### src/rtl/spram_loader_pkg.sv
// Shared types and constants for the SPRAM boot loader.
package spram_loader_pkg;

  typedef enum logic [3:0] {
    IDLE,
    HDR,
    WR_DATA,
    WR_STB,
    RD_REQ,
    RD_SMP,
    RD_SEND,
    ACK,
    NAK,
    RUN
  } state_t;

  localparam logic [7:0] CMD_W = 8'h57;
  localparam logic [7:0] CMD_R = 8'h52;
  localparam logic [7:0] CMD_G = 8'h47;

  localparam int unsigned HDR_LEN = 4;

endpackage

### src/rtl/spram_loader.sv
// Boot loader in front of spram8: holds the CPU in reset, loads/dumps memory
// over a byte stream, then hands the memory bus to the CPU on 'G'.
module spram_loader
  import spram_loader_pkg::*;
#(
  parameter int unsigned ADDR_W   = 15,
  parameter logic [7:0]  ACK_BYTE = 8'h4B,
  parameter logic [7:0]  NAK_BYTE = 8'h3F
) (
  input  logic              clk,
  input  logic              rst,
  input  logic [7:0]        rx_data,
  input  logic              rx_valid,
  output logic              rx_ready,
  output logic [7:0]        tx_data,
  output logic              tx_valid,
  input  logic              tx_ready,
  output logic              cpu_rst,
  input  logic              cpu_cs_n,
  input  logic              cpu_oe_n,
  input  logic              cpu_we_n,
  input  logic [ADDR_W-1:0] cpu_addr,
  input  logic [7:0]        cpu_din,
  output logic [7:0]        cpu_dout,
  output logic              mem_cs_n,
  output logic              mem_oe_n,
  output logic              mem_we_n,
  output logic [ADDR_W-1:0] mem_addr,
  output logic [7:0]        mem_din,
  input  logic [7:0]        mem_dout,
  output logic              booted
);

  state_t            state, state_n;
  logic [1:0]        hdr_cnt;
  logic              is_wr;
  logic [ADDR_W-1:0] addr;
  logic [15:0]       count;
  logic [7:0]        din;
  logic [7:0]        tx_q;
  logic              tx_v;

  logic              rx_fire, tx_fire;
  logic              tx_load, step;
  logic [7:0]        tx_byte;

  assign rx_ready = !rst && (state inside {IDLE, HDR, WR_DATA});
  assign rx_fire  = rx_valid && rx_ready;
  assign tx_fire  = tx_v && tx_ready;
  assign tx_valid = tx_v;
  assign tx_data  = tx_q;
  assign cpu_rst  = (state != RUN);
  assign booted   = (state == RUN);
  assign cpu_dout = mem_dout;

  always_ff @(posedge clk) begin
    if (rst) state <= IDLE;
    else     state <= state_n;
  end

  always_comb begin
    state_n = state;
    tx_load = 1'b0;
    tx_byte = '0;
    step    = 1'b0;
    case (state)
      IDLE: if (rx_fire) begin
        if (rx_data == CMD_W || rx_data == CMD_R) begin
          state_n = HDR;
        end else if (rx_data == CMD_G) begin
          state_n = RUN;
        end else begin
          state_n = NAK;
          tx_load = 1'b1;
          tx_byte = NAK_BYTE;
        end
      end
      // The low length byte is still on rx_data here, so test the full count
      // before it is registered.
      HDR: if (rx_fire && hdr_cnt == 2'(HDR_LEN - 1)) begin
        if ({count[15:8], rx_data} == 16'h0000) begin
          state_n = ACK;
          tx_load = 1'b1;
          tx_byte = ACK_BYTE;
        end else begin
          state_n = is_wr ? WR_DATA : RD_REQ;
        end
      end
      WR_DATA: if (rx_fire) state_n = WR_STB;
      WR_STB: begin
        step = 1'b1;
        if (count == 16'd1) begin
          state_n = ACK;
          tx_load = 1'b1;
          tx_byte = ACK_BYTE;
        end else begin
          state_n = WR_DATA;
        end
      end
      RD_REQ: state_n = RD_SMP;
      RD_SMP: begin
        state_n = RD_SEND;
        tx_load = 1'b1;
        tx_byte = mem_dout;
      end
      RD_SEND: if (tx_fire) begin
        step = 1'b1;
        if (count == 16'd1) begin
          state_n = ACK;
          tx_load = 1'b1;
          tx_byte = ACK_BYTE;
        end else begin
          state_n = RD_REQ;
        end
      end
      ACK, NAK: if (tx_fire) state_n = IDLE;
      RUN: state_n = RUN;
      default: state_n = IDLE;
    endcase
  end

  always_ff @(posedge clk) begin
    if (rst) begin
      hdr_cnt <= '0;
      is_wr   <= 1'b0;
      addr    <= '0;
      count   <= '0;
      din     <= '0;
      tx_q    <= '0;
      tx_v    <= 1'b0;
    end else begin
      if (state == IDLE) begin
        hdr_cnt <= '0;
        if (rx_fire) is_wr <= (rx_data == CMD_W);
      end
      if (state == HDR && rx_fire) begin
        hdr_cnt <= hdr_cnt + 2'd1;
        case (hdr_cnt)
          2'd0:    addr[ADDR_W-1:8] <= rx_data[ADDR_W-9:0];
          2'd1:    addr[7:0]        <= rx_data;
          2'd2:    count[15:8]      <= rx_data;
          default: count[7:0]       <= rx_data;
        endcase
      end
      if (state == WR_DATA && rx_fire) din <= rx_data;
      if (step) begin
        addr  <= addr + ADDR_W'(1);
        count <= count - 16'd1;
      end
      if (tx_load) begin
        tx_q <= tx_byte;
        tx_v <= 1'b1;
      end else if (tx_fire) begin
        tx_v <= 1'b0;
      end
    end
  end

  // In RUN the CPU owns the bus; OE is masked while WE is low so the two
  // strobes can never overlap at the memory.
  always_comb begin
    mem_cs_n = 1'b1;
    mem_oe_n = 1'b1;
    mem_we_n = 1'b1;
    mem_addr = addr;
    mem_din  = din;
    case (state)
      WR_STB: begin
        mem_cs_n = 1'b0;
        mem_we_n = 1'b0;
      end
      RD_REQ, RD_SMP: begin
        mem_cs_n = 1'b0;
        mem_oe_n = 1'b0;
      end
      RUN: begin
        mem_cs_n = cpu_cs_n;
        mem_we_n = cpu_we_n;
        mem_oe_n = cpu_oe_n | ~cpu_we_n;
        mem_addr = cpu_addr;
        mem_din  = cpu_din;
      end
      default: ;
    endcase
  end

endmodule

### config.mk
export PLATFORM = sky130hd
export DESIGN_NAME = spram_loader
export DESIGN_NICKNAME = d
export VERILOG_FILES = /design/src/rtl/spram_loader_pkg.sv /design/src/rtl/spram_loader.sv
export SDC_FILE = /design/constraint.sdc
export NUM_CORES = 1
export LEC_CHECK = 0
export CELL_PAD_IN_SITES_DETAIL_PLACEMENT = 1
export CELL_PAD_IN_SITES_GLOBAL_PLACEMENT = 1
export CORE_AREA = 4 4 115 117
export DETAILED_ROUTE_END_ITERATION = 16
export DIE_AREA = 0 0 119 121
export PLACE_DENSITY_LB_ADDON = 0.2
export SYNTH_ARGS = -nofsm -noshare
export SYNTH_HDL_FRONTEND = slang
export SYNTH_SLANG_ARGS = --single-unit
export TNS_END_PERCENT = 50
### constraint.sdc
create_clock -name clk -period 4.4 [get_ports clk]
set_input_delay 0.66 -clock clk [delete_from_list [all_inputs] [get_ports clk]]
set_output_delay 0.66 -clock clk [all_outputs]
set_load 0.05 [all_outputs]
# Yosys cells after proc, flatten, opt, wreduce, memory -nomap -nowiden
# Cells that the tools add are included.
dict set report word_totals {
  word_cells 113
  out_inout_bits 46
  reg_bits 55
}
dict set report op_classes {
  n_addsub 3
  eq_ne 23
  bitwise 2
  mux 47
  reduce_logical 28
}
# op n
set op_table {}
lappend op_table {{two-way mux 15 bit} 3}
lappend op_table {{one-hot mux 8 bit (5 select lines)} 1}
lappend op_table {{one-hot mux 4 bit (9 select lines)} 1}
lappend op_table {{two-way mux 7 bit} 5}
lappend op_table {{two-way mux 16 bit} 2}
lappend op_table {{two-way mux 8 bit} 4}
lappend op_table {{equality test 8 x 7 -> 1 bit (second input constant)} 3}
lappend op_table {{two-way mux 4 bit} 6}
lappend op_table {{two-way mux 6 bit} 3}
lappend op_table {{equality test 16 x 1 -> 1 bit (second input constant)} 1}
lappend op_table {{equality test 4 x 3 -> 1 bit (second input constant)} 4}
lappend op_table {{logical NOT 16 bit} 1}
lappend op_table {{subtractor 16 x 1 -> 16 bit (second input constant)} 1}
lappend op_table {{adder 15 x 1 -> 15 bit (second input constant)} 1}
lappend op_table {{nonzero test 2 bit} 6}
lappend op_table {{two-way mux 1 bit} 11}
lappend op_table {{AND reduction 2 bit} 5}
lappend op_table {{two-way mux 3 bit} 3}
lappend op_table {{equality test 4 x 2 -> 1 bit (second input constant)} 2}
lappend op_table {{equality test 4 bit (second input constant)} 2}
lappend op_table {{inequality test 2 bit (second input constant)} 4}
lappend op_table {{one-hot mux 1 bit (2 select lines)} 4}
lappend op_table {{logical AND 1 bit} 6}
lappend op_table {{two-way mux 2 bit} 3}
lappend op_table {{17 further kinds} 21}

# Logic depth before layout (Yosys ltp)
# Gate-level depths: netlist of run 1.
dict set report depth {
  word_depth 8
  depth_mapped 8
}

# Least setup slack after synthesis of run 1
# OpenSTA, ideal clock, no wires.
dict set report synth_timing {
  path_type {register to output}
  from {register state[1]}
  to {output port mem_addr[14]}
  path_slack_ps 1346
  arrival_time_ps 2394
  n_path_buf 3
  t_required_ps 3740
  stages_incl_launch_ff 7
  path_cell_list {dfxtp_1 > nor2b_1 > buf_2 > and3_1 > clkbuf_1 > buf_2 > o21ai_0}
}
dict set report synth_via {
  elab_chain_len 2
}
# item line_no
set synth_rtl {}
lappend synth_rtl {{from (decl)} spram_loader.sv:34} ;# state_t state, state_n;
lappend synth_rtl {{from (signal assigned)} spram_loader.sv:58} ;# else state <= state_n;
lappend synth_rtl {{equality test 4 bit} -}
lappend synth_rtl {{net booted} spram_loader.sv:31} ;# output logic booted
lappend synth_rtl {{two-way mux 15 bit} spram_loader.sv:167} ;# case (state)
lappend synth_rtl {{to (decl)} spram_loader.sv:28} ;# output logic [ADDR_W-1:0] mem_addr,
# The timed path passes the listed nets, and every way through them passes these cells.

# Final worst setup path of run 1
dict set report layout_timing {
  from {register state[0]}
  to {output port mem_addr[13]}
}
dict set report layout_via {
  elab_chain_len 2
}
# item line_no
set layout_rtl {}
lappend layout_rtl {{equality test 4 bit} spram_loader.sv:167}
lappend layout_rtl {{two-way mux 15 bit} spram_loader.sv:167}
# No other way between the ends.

==> impl_table.tex, run 1 <==
\begin{tabular}{lr}
\hline
Metric & Value \\
\hline
\multicolumn{2}{l}{\textbf{Run status}} \\
\quad Result of the run & finished clean \\
\multicolumn{2}{l}{\textbf{Power and ir drop}} \\
\quad Part of the power in registers & a little under half \\
\quad Clock group share of total power & between 30\% and 40\% \\
\quad Combinational share of power & 14.3\% \\
\quad Switching share of power & between 20\% and 30\% \\
\quad Maximum VDD drop & 0.000154 V \\
\quad Net switching power figure & around 0.29 mW \\
\quad Cell-internal power & between 0.7 and 0.8 mW \\
\quad P\_leak & approximately 1.6 nW \\
\quad Pwr/cell area & approximately 230 nW/µm² \\
\multicolumn{2}{l}{\textbf{Job}} \\
\quad Max-cap viol count & 0 \\
\multicolumn{2}{l}{\textbf{Synth}} \\
\quad Synth Net Count & between 500 and 600 \\
\quad EDFF count, synth & 0 \\
\quad Fraction of the yosys area taken by sequential cells & 30.5\% \\
\quad Post-synthesis instance area & between 3000 and 4000 µm² \\
\quad Warning count from the yosys run & 0 \\
\quad Synthesis-stage register bit count & 55 \\
\quad Leading post-synthesis cells by instance count & sky130\_fd\_sc\_hd\_\_nand2\_1 (58), sky130\_fd\_sc\_hd\_\_dfxtp\_1 (55), sky130\_fd\_sc\_hd\_\_a21oi\_1 (39) \\
\quad Proportion of netlist area held by the largest area contributor & 30.5\% \\
\quad Library cell occupying the most area in the post-synthesis netlist & sky130\_fd\_sc\_hd\_\_dfxtp\_1 \\
\quad Async SR Flop Fraction & 0\% \\
\quad Syn Inst Count & between 400 and 500 \\
\quad Most frequent cell after synthesis & sky130\_fd\_sc\_hd\_\_nand2\_1 \\
\quad Average size of a mapped cell & 7.83 µm² \\
\quad Top FF cell, synth & sky130\_fd\_sc\_hd\_\_dfxtp\_1 \\
\quad Unique masters post-synth & 62 \\
\quad Synth area leaders & sky130\_fd\_sc\_hd\_\_dfxtp\_1 (31\%), sky130\_fd\_sc\_hd\_\_mux2\_2 (8.4\%), sky130\_fd\_sc\_hd\_\_nand2\_1 (6.0\%), sky130\_fd\_sc\_hd\_\_a21oi\_1 (5.4\%), sky130\_fd\_sc\_hd\_\_nand3\_1 (3.3\%) \\
\multicolumn{2}{l}{\textbf{Layout}} \\
\quad Fillers & $\sim$1500 \\
\quad Finished Layout Cells & 700 \\
\quad Final-stage net count & between 500 and 600 \\
\quad Final antenna diode count & 0 \\
\quad Fraction of final layout cells sized beyond drive strength 1 & 10.8\% \\
\quad Layout area overhead & 31.0\% \\
\quad Final design instance area without fill & between 4000 and 5000 µm² \\
\multicolumn{2}{l}{\textbf{Clocking}} \\
\quad Quantity of hold-fixing buffers added after cts & 0 \\
\quad Number of buffers between clock root and the deepest sink & 2 \\
\quad CTS-repair resized insts & 0 \\
\quad Clock latency on the worst-skew pair & 0.29 ns \\
\quad H-Tree Depth & 2 \\
\quad Number of sinks handled by clock tree synthesis & 55 \\
\quad CTS clk-pin slew, worst paths & 0.07 ns \\
\quad Number of buffers added for setup after CTS & 0 \\
\quad TritonCTS buffer count & 5 \\
\quad TritonCTS clock tree & done \\
\quad CTS Root Buffer Type & sky130\_fd\_sc\_hd\_\_clkbuf\_16 \\
\multicolumn{2}{l}{\textbf{Setup path}} \\
\quad Class of the most critical setup path & flop to output port \\
\quad Count of cells along the worst register-to-register path & 5 \\
\quad Critical Path AT & about 2.9 ns \\
\quad Worst Setup Start Kind & flop \\
\quad Worst Setup End Kind & output port \\
\quad RR Endpoint & count[5]\$\_SDFFE\_PP0P\_ \\
\quad Most frequent cell on the critical path & sky130\_fd\_sc\_hd\_\_buf\_4 \\
\quad Largest stage delay on the critical path & 0.71 ns \\
\quad Launch instance of the worst register-to-register path & state[1]\$\_SDFFE\_PP0P\_ \\
\quad Library cell contributing the largest single delay on the critical path & sky130\_fd\_sc\_hd\_\_clkdlybuf4s50\_1 \\
\quad Slack of the worst reg-to-reg path & about 1.5 ns \\
\quad Required time worst endpoint & roughly 3.7 ns \\
\quad Maximum fanout along the worst path & 18 \\
\quad Delay-heaviest family, CP & buffers and inverters \\
\quad Worst path cell trace & nor2b\_1 > buf\_4 > and3\_1 > buf\_4 > mux2\_2 > clkdlybuf4s50\_1 \\
\quad Critical path buffers and inverters & 3 \\
\multicolumn{2}{l}{\textbf{Die}} \\
\quad Row count & 41 \\
\quad Effective utilization at floorplan & between 20 and 30\% \\
\quad Core box area & around 12000 µm² \\
\quad Vertical extent of the die & between 100 and 150 µm \\
\quad I/O pin count & slightly above 90 \\
\quad Die span in x & between 100 and 150 µm \\
\quad Full die area & roughly 14000 µm² \\
\multicolumn{2}{l}{\textbf{Global route}} \\
\quad Final global-route overflow total & 0 \\
\quad Global-route wire length before repair & approximately 21 mm \\
\quad Antenna violations before repair & 0 \\
\quad GRT Overall Usage & between 10\% and 20\% \\
\quad Via count of the first global-routing pass & between 3000 and 4000 \\
\quad Maximum number of pins on one net before global-route repair & 29 \\
\multicolumn{2}{l}{\textbf{Hold path}} \\
\quad Worst hold path stage count & 2 \\
\quad Tightest Hold Check Type & flop to flop \\
\quad Worst Hold Launch & din[2]\$\_SDFFE\_PP0P\_ \\
\quad Capture endpoint of the worst hold path & din[2]\$\_SDFFE\_PP0P\_ \\
\multicolumn{2}{l}{\textbf{Timing}} \\
\quad Final period utilization & between 80 and 90\% \\
\quad Final hold vios & 0 \\
\quad Shortest period the worst path allows & 3.53 ns \\
\quad Setup repair after global routing missed its margin & no \\
\quad Worst Setup Slack, final & 0.871 ns \\
\quad Number of max-slew violations in the final report & 0 \\
\quad Worst slew margin & roughly 33\% \\
\quad Finish-stage setup viols & 0 \\
\quad Highest clock frequency the design can meet & between 0.2 and 0.3 GHz \\
\quad Fin Clk Skew & a little under 0.008 ns \\
\quad Sum of negative setup slack & 0 ns \\
\quad Actual slew at the worst max-slew pin & about 1.0 ns \\
\multicolumn{2}{l}{\textbf{Placed design}} \\
\quad Placed cell count & 692 \\
\quad Placer's final routability congestion estimate & around 0.87 \\
\quad HPWL after detailed placement & 9.41 mm \\
\quad Worst setup slack after placement & $\sim$1.2 ns \\
\quad PortBufs & $\sim$90 \\
\quad Area post-placement & approximately 4600 µm² \\
\multicolumn{2}{l}{\textbf{Routing}} \\
\quad DRC violation count after routing & 0 \\
\quad Vias after detailed routing & 3816 \\
\quad Routed WL per cell & approximately 18 µm \\
\quad Violation count after the first detailed-route iteration & between 200 and 300 \\
\quad Number of nets with antenna violations after routing & 0 \\
\quad Drt via density & 5.45 \\
\quad DR pass1 iterations & 6 \\
\quad Detailed-route wire length & 12.7 mm \\
\hline
\end{tabular}
cell type report:
class / count / area, µm² / area share [%]
Clock inverter: 3 / 18.8 / 0.397
Clock buffer: 5 / 125 / 2.65
Multi-Input combinational cell: 354 / 2250 / 47.6
Sequential cell: 55 / 1100 / 23.3
Tap cell: 172 / 215 / 4.55
Timing Repair Buffer: 100 / 973 / 20.6
Inverter: 11 / 41.3 / 0.873
worst reg2reg max path, stage by stage, from the launching register on:
cell and delay (ns):
sky130_fd_sc_hd__dfxtp_1 0.67, sky130_fd_sc_hd__nor2b_1 0.59, sky130_fd_sc_hd__o21a_1 0.73, sky130_fd_sc_hd__nand2_1 0.27
sky130_fd_sc_hd__or3_1 0.38, sky130_fd_sc_hd__a31oi_1 0.17
per-stage QoR:
step / util (%) / power [mW] / hold slack, ns
final: 38.2 / 1.07 / 0.457
after global routing: 38.2 / 1.11 / 0.486
after CTS: 38.2 / 1.08 / 0.457
after detailed placement: 37.1 / 0.674 / 0.447
after global placement: 37.1 / 0.673 / 0.450
after floorplan: - / 0.598 / 0.434
cell usage in the layout (no fill, tap or decap), types with 8 or more instances in the layout:
cell / instances
sky130_fd_sc_hd__a21oi_1: 39
sky130_fd_sc_hd__nor2_1: 30
sky130_fd_sc_hd__a31oi_1: 13
sky130_fd_sc_hd__nand3_1: 24
sky130_fd_sc_hd__o211ai_1: 12
sky130_fd_sc_hd__dfxtp_1: 55
sky130_fd_sc_hd__or3_1: 8
sky130_fd_sc_hd__nor2b_1: 8
sky130_fd_sc_hd__nor4_1: 10
sky130_fd_sc_hd__buf_4: 9
sky130_fd_sc_hd__inv_1: 10
sky130_fd_sc_hd__ha_1: 8
sky130_fd_sc_hd__nor3_1: 16
sky130_fd_sc_hd__nand2_1: 58
sky130_fd_sc_hd__o21ai_0: 11
sky130_fd_sc_hd__and3_1: 10
sky130_fd_sc_hd__mux2_2: 27
sky130_fd_sc_hd__clkdlybuf4s50_1: 90
kinds of logic (layout without fill, tap and decap cells):
kind of cell,after synthesis,after routing,synth area share (%)
compound gates,120,120,22.3
xor+xnor,2,2,0.485
fa+ha+maj,8,8,2.77
buf+inv,52,119,7.21
flops,55,55,30.5
mux,29,29,8.98
simple gates,195,195,27.7
sequential cells by signal, summed over array words and instances, names as in the netlist:
register,count
hdr_cnt,2
tx_valid,1
din,8
tx_data,8
is_wr,1
count,16
addr,15
state,4
how the worst max path moves through the flow:
| stage | from | endpoint | depth (start not counted) |
|---|---|---|---|
| 6_report | state[0]$_SDFFE_PP0P_ | mem_addr[13] | 6 |
| 5_1_grt | state[0]$_SDFFE_PP0P_ | mem_addr[13] | 6 |
| 4_1_cts | state[0]$_SDFFE_PP0P_ | mem_addr[0] | 6 |
| 3_5_place_dp | state[0]$_SDFFE_PP0P_ | mem_addr[0] | 6 |
| 3_3_place_gp | state[0]$_SDFFE_PP0P_ | mem_addr[13] | 6 |
| 2_1_floorplan | state[1]$_SDFFE_PP0P_ | mem_addr[14] | 6 |
power groups by stage:
stage	combinational [mW]	clock (mW)	sequential (mW)
after floorplan	0.0616	0	0.536
after global placement	0.152	0	0.521
after detailed placement	0.153	0	0.521
after CTS	0.154	0.413	0.509
after global routing	0.162	0.438	0.510
final	0.153	0.406	0.509
metal layers:
layer	global-route usage, %	wire length [µm]	vias up
met5	0	0	-
met4	3.33	127	0
met3	3.03	463	9
met2	31.0	6220	74
met1	22.4	5870	1895
li1	-	-	1838
Power figures use the tool's default switching activity.
==> run 2: changes to the inputs <==
==> constraint.sdc (replaced) <==
create_clock -name clk -period 3 [get_ports clk]
set_input_delay 0.45 -clock clk [delete_from_list [all_inputs] [get_ports clk]]
set_output_delay 0.45 -clock clk [all_outputs]
set_load 0.05 [all_outputs]
==> run 2 against run 1 <==
Net effect:
- clock skew rose by 0.0061 ns
- combinational power grew 53%
- sequential power is 46% higher
- hold slack better by 0.00056 ns
- register-to-register slack got worse by 0.88 ns
- setup slack got worse by 0.64 ns
- critical path type unchanged
- highest routed layer unchanged
==> impl_table.tex, run 2 (synthesized netlist as in run 1, its figures left out) <==
\begin{tabular}{lr}
\hline
Metric & Value \\
\hline
\multicolumn{2}{l}{\textbf{Hold path}} \\
\quad Tightest Hold Check Type & flop to flop \\
\quad Capture endpoint of the worst hold path & din[4]\$\_SDFFE\_PP0P\_ \\
\quad Worst Hold Launch & din[4]\$\_SDFFE\_PP0P\_ \\
\quad Worst hold path stage count & 2 (unchanged) \\
\multicolumn{2}{l}{\textbf{Global route}} \\
\quad Met1 routing resource usage after global routing & 23.1\% (+0.77 points) \\
\quad Antenna violations before repair & 0 (unchanged) \\
\quad Via count of the first global-routing pass & 4030 (+2.6\%) \\
\quad GRT Overall Usage & 18.0\% (+0.49 points) \\
\quad GRT met2 Usage & 31.9\% (+0.88 points) \\
\quad Met3 track demand over resource & 3.03\% (unchanged) \\
\quad Maximum number of pins on one net before global-route repair & 53 (+83\%) \\
\quad Final global-route overflow total & 0 (unchanged) \\
\quad Global-route wire length before repair & 21.3 mm (+2.7\%) \\
\quad Most heavily used metal layer in global routing & met2 \\
\multicolumn{2}{l}{\textbf{Setup path}} \\
\quad Worst Setup End Kind & output port \\
\quad Count of cells along the worst register-to-register path & 6 (+1) \\
\quad Critical Path AT & 2.32 ns (-0.55 ns) \\
\quad Critical path buffers and inverters & 2 (-1) \\
\quad Worst Setup Start Kind & flop \\
\quad Slack of the worst reg-to-reg path & 0.64 ns (-0.88 ns) \\
\quad Launch instance of the worst register-to-register path & state[2]\$\_SDFFE\_PP0P\_ \\
\quad Delay-heaviest family, CP & buffers and inverters \\
\quad Largest stage delay on the critical path & 0.70 ns (about the same) \\
\quad RR Endpoint & addr[13]\$\_SDFFE\_PP0P\_ \\
\quad Maximum fanout along the worst path & 8 (-10) \\
\quad Worst path cell trace & inv\_1 > nor4\_1 > a21oi\_1 > or2\_2 > clkdlybuf4s50\_1 \\
\quad Library cell contributing the largest single delay on the critical path & sky130\_fd\_sc\_hd\_\_clkdlybuf4s50\_1 \\
\quad Class of the most critical setup path & flop to output port \\
\quad Required time worst endpoint & 2.55 ns (-1.19 ns) \\
\multicolumn{2}{l}{\textbf{Timing}} \\
\quad Highest clock frequency the design can meet & between 0.3 and 0.4 GHz \\
\quad Final hold vios & 0 (unchanged) \\
\quad Worst slew margin & 54.6\% (+22 points) \\
\quad Setup repair after global routing missed its margin & no \\
\quad Number of max-slew violations in the final report & 0 (unchanged) \\
\quad Final period utilization & a little over 90\% \\
\quad Fin Clk Skew & 0.0139 ns (+0.00608 ns) \\
\quad Actual slew at the worst max-slew pin & 0.680 ns (-0.327 ns) \\
\quad Finish-stage setup viols & 0 (unchanged) \\
\quad Worst Setup Slack, final & 0.227 ns (-0.644 ns) \\
\quad Shortest period the worst path allows & 2.77 ns \\
\quad Sum of negative setup slack & 0 ns (unchanged) \\
\multicolumn{2}{l}{\textbf{Clocking}} \\
\quad CTS Root Buffer Type & sky130\_fd\_sc\_hd\_\_clkbuf\_16 \\
\quad Number of buffers added for setup after CTS & 0 (unchanged) \\
\quad H-Tree Depth & 2 (unchanged) \\
\quad CTS-repair resized insts & 0 (unchanged) \\
\quad Number of buffers between clock root and the deepest sink & 2 (unchanged) \\
\quad TritonCTS buffer count & 5 (unchanged) \\
\quad Number of sinks handled by clock tree synthesis & 55 (unchanged) \\
\quad TritonCTS clock tree & done \\
\quad CTS clk-pin slew, worst paths & 0.07 ns (about the same) \\
\quad Clock latency on the worst-skew pair & 0.30 ns (about the same) \\
\quad Quantity of hold-fixing buffers added after cts & 0 (unchanged) \\
\multicolumn{2}{l}{\textbf{Die}} \\
\quad Effective utilization at floorplan & 29.2\% (unchanged) \\
\quad Core box area & 12400 µm² (unchanged) \\
\quad Die span in x & 119 µm (unchanged) \\
\quad Vertical extent of the die & 121 µm (unchanged) \\
\quad I/O pin count & 92 (unchanged) \\
\quad Full die area & 14400 µm² (unchanged) \\
\quad Row count & 41 (unchanged) \\
\multicolumn{2}{l}{\textbf{Layout}} \\
\quad Max FFs per register & 16 (unchanged) \\
\quad Final antenna diode count & 0 (unchanged) \\
\quad Registers with the most flip-flops & count: 16 flops, addr: 15 flops \\
\quad Final-stage net count & 598 (+2.9\%) \\
\quad Top library cells by usage in the layout, fill and taps aside & sky130\_fd\_sc\_hd\_\_clkdlybuf4s50\_1 (64), sky130\_fd\_sc\_hd\_\_nand2\_1 (58), sky130\_fd\_sc\_hd\_\_dfxtp\_1 (55) \\
\quad Most common cell after layout, fill and taps aside & sky130\_fd\_sc\_hd\_\_clkdlybuf4s50\_1 \\
\quad Fillers & 1488 (+1.5\%) \\
\quad Fraction of final layout cells sized beyond drive strength 1 & 18.2\% (+7.4 points) \\
\quad Register ranked first by flip-flop count & count \\
\quad Final design instance area without fill & 5130 µm² (+8.5\%) \\
\quad Final Core Density & 41.5\% (+3.2 points) \\
\quad Layout area overhead & 42.0\% \\
\multicolumn{2}{l}{\textbf{Routing}} \\
\quad DRC violation count after routing & 0 (unchanged) \\
\quad Detailed-route wire length & 13.1 mm (+3.1\%) \\
\quad Number of nets with antenna violations after routing & 0 (unchanged) \\
\quad DR pass1 iterations & 4 (-2) \\
\quad Violation count after the first detailed-route iteration & 197 (-27\%) \\
\quad Vias after detailed routing & 3825 (+0.24\%) \\
\quad Routed WL per cell & 18.2 µm (+0.70\%) \\
\quad Drt via density & 5.33 (-2.1\%) \\
\multicolumn{2}{l}{\textbf{Power and ir drop}} \\
\quad P\_leak & 1.85 nW (+13\%) \\
\quad Pwr/cell area & 315 nW/µm² (+39\%) \\
\quad Maximum VDD drop & 0.000226 V (+47\%) \\
\multicolumn{2}{l}{\textbf{Placed design}} \\
\quad PortBufs & 91 (unchanged) \\
\quad Placer's final routability congestion estimate & 0.829 (-4.9\%) \\
\quad HPWL after detailed placement & 9.66 mm (+2.6\%) \\
\quad Worst setup slack after placement & 0.275 ns (-0.942 ns) \\
\quad Area post-placement & 4970 µm² (+8.4\%) \\
\multicolumn{2}{l}{\textbf{Run status}} \\
\quad Result of the run & finished clean \\
\multicolumn{2}{l}{\textbf{Job}} \\
\quad Max-cap viol count & 0 (unchanged) \\
\hline
\end{tabular}
[run 2: cell types whose count changed in the layout (fill, tap and decap cells not counted), moves of 2 or more]
cell / before / now
sky130_fd_sc_hd__buf_12: 0 / 26
sky130_fd_sc_hd__clkdlybuf4s50_1: 90 / 64
sky130_fd_sc_hd__buf_4: 9 / 26
sky130_fd_sc_hd__clkbuf_8: 0 / 2
sky130_fd_sc_hd__clkinv_2: 2 / 0
[run 2: routing by layer]
| metal | share of wire, % | routed length (µm) |
|---|---|---|
| met4 | 0.81 | 106 |
| met2 | 49 | 6460 |
| met1 | 44 | 5820 |
| met5 | 0 | 0 |
| met3 | 5.3 | 691 |
[run 2: how the worst max path moves through the flow]
stage	startpoint	endpoint	cells after the start
after floorplan	state[1]$_SDFFE_PP0P_	mem_addr[14]	6
after global placement	rx_data[1]	tx_data[2]$_SDFFE_PP0P_	6
after detailed placement	rx_data[1]	tx_data[5]$_SDFFE_PP0P_	6
after global routing	state[2]$_SDFFE_PP0P_	mem_addr[3]	5
after CTS	state[2]$_SDFFE_PP0P_	mem_addr[11]	5
final	state[3]$_SDFFE_PP0P_	mem_oe_n	5
[run 2: layout make-up]
class | instances | area, µm² | area share, %
multi-input combinational | 354 | 2250 | 43.9
sequential | 55 | 1100 | 21.5
tap | 172 | 215 | 4.20
inverter | 11 | 41.3 | 0.805
clock inverter | 1 | 7.51 | 0.146
clock buffer | 7 | 153 | 2.98
timing repair buffer | 117 | 1360 | 26.5
[run 2: power breakdown]
part           internal (mW)  total [mW]  switching, mW
Combinational          0.103       0.234          0.131
Clock                  0.356       0.635          0.279
Sequential             0.738       0.745        0.00693
Total                   1.20        1.61          0.417
[run 2: tightest hold or removal path, stage by stage, from the launching register on]
cell and delay (ns):
sky130_fd_sc_hd__dfxtp_1 0.31, sky130_fd_sc_hd__nand2_1 0.05, sky130_fd_sc_hd__a21oi_1 0.05
[run 2: per-stage QoR]
step	power, mW	std cells	hold WS [ns]
floorplan	0.877	461	0.434
detailed placement	0.997	709	0.450
global route	1.67	717	0.482
finish	1.61	717	0.458
global placement	0.993	709	0.454
CTS	1.63	717	0.461
==> run 3: changes to the inputs <==
==> constraint.sdc (replaced) <==
create_clock -name clk -period 3.4 [get_ports clk]
set_input_delay 0.51 -clock clk [delete_from_list [all_inputs] [get_ports clk]]
set_output_delay 0.51 -clock clk [all_outputs]
set_load 0.05 [all_outputs]
==> run 3 against run 2 <==
Net effect:
- cell area decreased by 1.5%
- first-iteration DRC count decreased by 35%
- global-route usage is 0.21 points lower
- critical path depth unchanged
- clock skew shrank 0.0049 ns
- clock power shrank 13%
- cell count decreased by 0.98%
- register-to-register slack better by 0.34 ns
- utilization down 0.64 points
- total power is 12% lower
- non-clock buffer count decreased by 7
- sequential power is 12% lower
- largest cell class unchanged
- largest power group unchanged
==> impl_table.tex, run 3 (synthesized netlist as in run 1, its figures left out) <==
\begin{tabular}{lr}
\hline
Metric & Value \\
\hline
\multicolumn{2}{l}{\textbf{Setup path}} \\
\quad RR Endpoint & count[14]\$\_SDFFE\_PP0P\_ \\
\quad Slack of the worst reg-to-reg path & 0.98 ns (+0.34 ns) \\
\quad Worst Setup Start Kind & flop \\
\quad Worst Setup End Kind & output port \\
\quad First element of the critical path & state[1]\$\_SDFFE\_PP0P\_ \\
\quad Count of cells along the worst register-to-register path & 6 (unchanged) \\
\quad Launch instance of the worst register-to-register path & state[3]\$\_SDFFE\_PP0P\_ \\
\quad Critical Path AT & 2.52 ns (+0.20 ns) \\
\quad Required time worst endpoint & 2.89 ns (+0.34 ns) \\
\quad Class of the most critical setup path & flop to output port \\
\quad Maximum fanout along the worst path & 19 (+11) \\
\multicolumn{2}{l}{\textbf{Die}} \\
\quad Row count & 41 (unchanged) \\
\quad Die span in x & 119 µm (unchanged) \\
\quad I/O pin count & 92 (unchanged) \\
\quad Effective utilization at floorplan & 29.2\% (unchanged) \\
\quad Full die area & 14400 µm² (unchanged) \\
\quad Core box area & 12400 µm² (unchanged) \\
\quad Vertical extent of the die & 121 µm (unchanged) \\
\multicolumn{2}{l}{\textbf{Global route}} \\
\quad Global-route wire length before repair & 20.9 mm (-1.9\%) \\
\quad Final global-route overflow total & 0 (unchanged) \\
\quad Met3 track demand over resource & 2.52\% (-0.51 points) \\
\quad Maximum number of pins on one net before global-route repair & 52 (-1.9\%) \\
\quad Most heavily used metal layer in global routing & met2 \\
\quad Via count of the first global-routing pass & 3922 (-2.7\%) \\
\quad Antenna violations before repair & 0 (unchanged) \\
\quad Met1 routing resource usage after global routing & 22.8\% (-0.38 points) \\
\quad GRT met2 Usage & 31.0\% (-0.81 points) \\
\quad GRT Overall Usage & 17.8\% (-0.21 points) \\
\multicolumn{2}{l}{\textbf{Layout}} \\
\quad Final-stage net count & 591 (-1.2\%) \\
\quad Fraction of final layout cells sized beyond drive strength 1 & 16.7\% (-1.4 points) \\
\quad Most common cell after layout, fill and taps aside & sky130\_fd\_sc\_hd\_\_clkdlybuf4s50\_1 \\
\quad Top library cells by usage in the layout, fill and taps aside & sky130\_fd\_sc\_hd\_\_clkdlybuf4s50\_1 (65), sky130\_fd\_sc\_hd\_\_nand2\_1 (58), sky130\_fd\_sc\_hd\_\_dfxtp\_1 (55) \\
\quad Registers with the most flip-flops & count: 16 flops, addr: 15 flops \\
\quad Final design instance area without fill & 5050 µm² (-1.5\%) \\
\quad Final antenna diode count & 0 (unchanged) \\
\quad Max FFs per register & 16 (unchanged) \\
\quad Layout area overhead & 39.9\% \\
\quad Final Core Density & 40.8\% (-0.64 points) \\
\quad Register ranked first by flip-flop count & count \\
\multicolumn{2}{l}{\textbf{Job}} \\
\quad Max-cap viol count & 0 (unchanged) \\
\multicolumn{2}{l}{\textbf{Timing}} \\
\quad Final hold vios & 0 (unchanged) \\
\quad Sum of negative setup slack & 0 ns (unchanged) \\
\quad Number of max-slew violations in the final report & 0 (unchanged) \\
\quad Fin Clk Skew & 0.00897 ns (-0.00488 ns) \\
\quad Finish-stage setup viols & 0 (unchanged) \\
\quad Actual slew at the worst max-slew pin & 0.993 ns (+0.313 ns) \\
\quad Shortest period the worst path allows & around 3.0 ns \\
\quad Final period utilization & around nine tenths \\
\quad Highest clock frequency the design can meet & approximately 0.33 GHz \\
\quad Setup repair after global routing missed its margin & no \\
\quad Worst slew margin & 33.8\% (-21 points) \\
\multicolumn{2}{l}{\textbf{Hold path}} \\
\quad Worst Hold Launch & din[2]\$\_SDFFE\_PP0P\_ \\
\quad Tightest Hold Check Type & flop to flop \\
\quad Worst hold path stage count & 2 (unchanged) \\
\quad Capture endpoint of the worst hold path & din[2]\$\_SDFFE\_PP0P\_ \\
\multicolumn{2}{l}{\textbf{Clocking}} \\
\quad H-Tree Depth & 2 (unchanged) \\
\quad Number of buffers added for setup after CTS & 0 (unchanged) \\
\quad Clock latency on the worst-skew pair & 0.29 ns (about the same) \\
\quad Number of sinks handled by clock tree synthesis & 55 (unchanged) \\
\quad Number of buffers between clock root and the deepest sink & 2 (unchanged) \\
\quad CTS Root Buffer Type & sky130\_fd\_sc\_hd\_\_clkbuf\_16 \\
\quad TritonCTS buffer count & 5 (unchanged) \\
\quad TritonCTS clock tree & done \\
\quad Quantity of hold-fixing buffers added after cts & 0 (unchanged) \\
\quad CTS-repair resized insts & 0 (unchanged) \\
\quad CTS clk-pin slew, worst paths & 0.07 ns (about the same) \\
\multicolumn{2}{l}{\textbf{Routing}} \\
\quad Drt via density & 5.40 (+1.3\%) \\
\quad Routed WL per cell & 18.0 µm (-1.2\%) \\
\quad DR pass1 iterations & 4 (unchanged) \\
\quad Violation count after the first detailed-route iteration & 128 (-35\%) \\
\quad Vias after detailed routing & 3836 (+0.29\%) \\
\quad Number of nets with antenna violations after routing & 0 (unchanged) \\
\quad DRC violation count after routing & 0 (unchanged) \\
\quad Detailed-route wire length & 12.8 mm (-2.2\%) \\
\multicolumn{2}{l}{\textbf{Placed design}} \\
\quad Area post-placement & 4890 µm² (-1.5\%) \\
\quad PortBufs & 91 (unchanged) \\
\quad Placer's final routability congestion estimate & 0.842 (+1.5\%) \\
\quad HPWL after detailed placement & 9.51 mm (-1.6\%) \\
\multicolumn{2}{l}{\textbf{Power and ir drop}} \\
\quad Maximum VDD drop & 0.000182 V (-19\%) \\
\quad Pwr/cell area & 280 nW/µm² (-11\%) \\
\quad P\_leak & 1.81 nW (-2.4\%) \\
\quad Post-layout total power & 1.41 mW (-12\%) \\
\multicolumn{2}{l}{\textbf{Run status}} \\
\quad Result of the run & finished clean \\
\hline
\end{tabular}
run 3: cell types whose count changed in the layout (fill, tap and decap cells not counted), sizes merged:
cell | previous run | this run
clkinvlp | 1 | 0
clkdlybuf4s50 | 64 | 65
buf | 53 | 45
clkbuf | 7 | 8
run 3: final cells by class:
type | count | area [µm²]
inverter | 11 | 41.3
multi-input combinational | 354 | 2250
tap | 172 | 215
fill | 1475 | 7310
clock buffer | 8 | 156
timing repair buffer | 110 | 1290
sequential | 55 | 1100
run 3: report_power, final:
part | internal [mW] | total [mW] | switching [mW]
Combinational | 0.0913 | 0.208 | 0.117
Clock | 0.315 | 0.551 | 0.236
Sequential | 0.651 | 0.656 | 0.00432
Total | 1.06 | 1.41 | 0.357
run 3: critical path, cell delays in order (launching register included):
cell,delay (ns)
sky130_fd_sc_hd__dfxtp_1,0.36
sky130_fd_sc_hd__nor2b_1,0.17
sky130_fd_sc_hd__and3_1,0.83
sky130_fd_sc_hd__buf_4,0.33
sky130_fd_sc_hd__mux2_2,0.38
sky130_fd_sc_hd__buf_12,0.15
run 3: metrics by stage:
step | worst slack [ns] | hold slack [ns] | instances
finish | 0.374 | 0.455 | 710
global route | 0.194 | 0.478 | 710
CTS | 0.333 | 0.461 | 710
detailed placement | 0.655 | 0.452 | 702
global placement | 0.692 | 0.452 | 702
floorplan | 0.496 | 0.434 | 461
run 3: how the worst max path moves through the flow:
stage	slack (ns)	to	depth (start not counted)
2_1_floorplan	0.50	mem_addr[14]	6
5_1_grt	0.19	mem_din[3]	5
4_1_cts	0.33	mem_din[3]	5
3_5_place_dp	0.66	mem_din[3]	5
3_3_place_gp	0.69	tx_data[4]$_SDFFE_PP0P_	6
6_report	0.37	mem_din[3]	5
run 3: layer usage:
metal / wire length (µm) / share of wire (%) / vias to the layer above
met5: 0 / 0 / -
met4: 247 / 1.9 / 0
met3: 437 / 3.4 / 14
met2: 6350 / 50 / 75
met1: 5760 / 45 / 1894
li1: - / - / 1853
==> RTL edit: new RTL, config.mk and constraints of run 3 <==
Change the parameter `ADDR_W` from 15 to 13.
--- a/src/rtl/spram_loader.sv
+++ b/src/rtl/spram_loader.sv
@@ -5,3 +5,3 @@
 #(
-  parameter int unsigned ADDR_W   = 15,
+  parameter int unsigned ADDR_W   = 13,
   parameter logic [7:0]  ACK_BYTE = 8'h4B,
Ports: changed (resized cpu_addr and mem_addr); port bits go from 92 to 88. The function was not compared with the original's and may differ.
==> RTL edit against run 3 <==
- maximum frequency is 2.4% higher
- sequential cell count shrank 2
- routed wire length is 12% lower
- clock skew rose by 0.0030 ns
- total power up 3.6%
- count of clock-buffer cells in the layout shrank 3
- worst setup slack better by 0.071 ns
- core utilization is 2.8 points lower
- die area did not move
- synthesized cell count shrank 8.9%
- area after synthesis decreased by 7.6%
- clock power is 8.0% higher
- design area shrank 6.9%
- register-to-register slack worse by 0.14 ns
- largest power group unchanged
==> RTL edit: results (changes against run 3) <==
[sta]
finalHoldWorstSlack_ns = 0.485  ; was 0.455 ns
fin_skew_ns = 0.0119  ; was 0.00897 ns
worst_slew_pin_slew_ns = 0.687  ; was 0.993 ns

[power_and_ir_drop]
peakVddDrop_mv = 0.166  ; was 0.182 mV
p_clk_mw = 0.595  ; was 0.551 mW
powerDensity_mw_per_mm2 = 312  ; was 280 mW/mm^2
leakagePower_nw = 1.72  ; was 1.81 nW
internal-power_mw = 1.07  ; was 1.06 mW
p_seq_mw = 0.646  ; was 0.656 mW

[setup_path]
r2r-start = state[2]  ; was state[3]
reg2reg_depth = 5  ; was 6
path_max_fanout = 15  ; was 19
endpoint = mem_cs_n  ; was mem_din[3]
cp_top_family = buffers and inverters  ; was simple AND/OR/NAND/NOR gates
cp_slowest_cell = clkdlybuf4s50_1  ; was and3_1

[clock_tree]
path_clk_slew_ns = 0.08

[placed_design]
post-dp-hpwl_mm = 8.30  ; was 9.51 mm
port_buffers = 87  ; was 91

[synth]
synthTopCellsByArea = dfxtp_1 (32%), mux2_2 (7.4%), a21oi_1 (5.7%)  ; was dfxtp_1 (31%), mux2_2 (8.4%), nand2_1 (6.0%)
netlist_top_cells_count = dfxtp_1 (53), nand2_1 (41), a21oi_1 (38), nor2_1 (38), nand3_1 (24)  ; was nand2_1 (58), dfxtp_1 (55), a21oi_1 (39)
seq_area_frac_synth_pct = 31.8  ; was 30.5%
syn_nets = 472  ; was 515
synth-edff-count = 0  ; unchanged

[grt]
grt_max_degree = 56  ; was 52
grt_first_pass_wirelength_mm = 18.7  ; was 20.9 mm
grt_pass1_vias = 3682  ; was 3,922

[hold_path]
whs_endpoint = tx_data[7]  ; was din[2]
worstHoldStart = tx_data[7]  ; was din[2]

[cells_and_area]
top_regs = count: 16 flops, addr: 13 flops  ; was count: 16 flops, addr: 15 flops
fin_nets = 540  ; was 591
layout-drive-gt1-share_pct = 14.3  ; was 16.7%

[routing]
vias_per_cell = 5.28  ; was 5.40
drt-pass1-iter-count = 5  ; was 4
wl_per_cell_um = 17.0  ; was 18.0 um

[run_status]
outcome = completed  ; unchanged

RTL edit: per-layer routing:
metal  routed length (um)  track usage (%)
met4                  133             3.69
met2                 5390             26.6
met3                  427             2.84
met1                 5300             20.6
met5                    0                0
RTL edit: kinds of logic after synthesis:
logic type / synth area share (%)
compound gates: 21.6
fa+ha+maj: 3.00
flops: 31.8
xor+xnor: 0.263
mux: 9.83
buf+inv: 5.97
simple gates: 27.5
RTL edit: final cells by class:
type | instances | area [um^2]
Clock buffer | 5 | 125
Clock inverter | 3 | 46.3
Fill cell | 1446 | 7660
Inverter | 11 | 41.3
Multi-Input combinational cell | 323 | 2070
Sequential cell | 53 | 1060
Tap cell | 172 | 215
Timing Repair Buffer | 94 | 1140
RTL edit: metrics by stage:
step | cells | area, um^2 | worst slack [ns]
global placement | 653 | 4530 | 0.699
finish | 661 | 4700 | 0.446
detailed placement | 653 | 4530 | 0.635
global route | 661 | 4700 | 0.258
floorplan | 420 | 3330 | 0.752
CTS | 661 | 4700 | 0.426
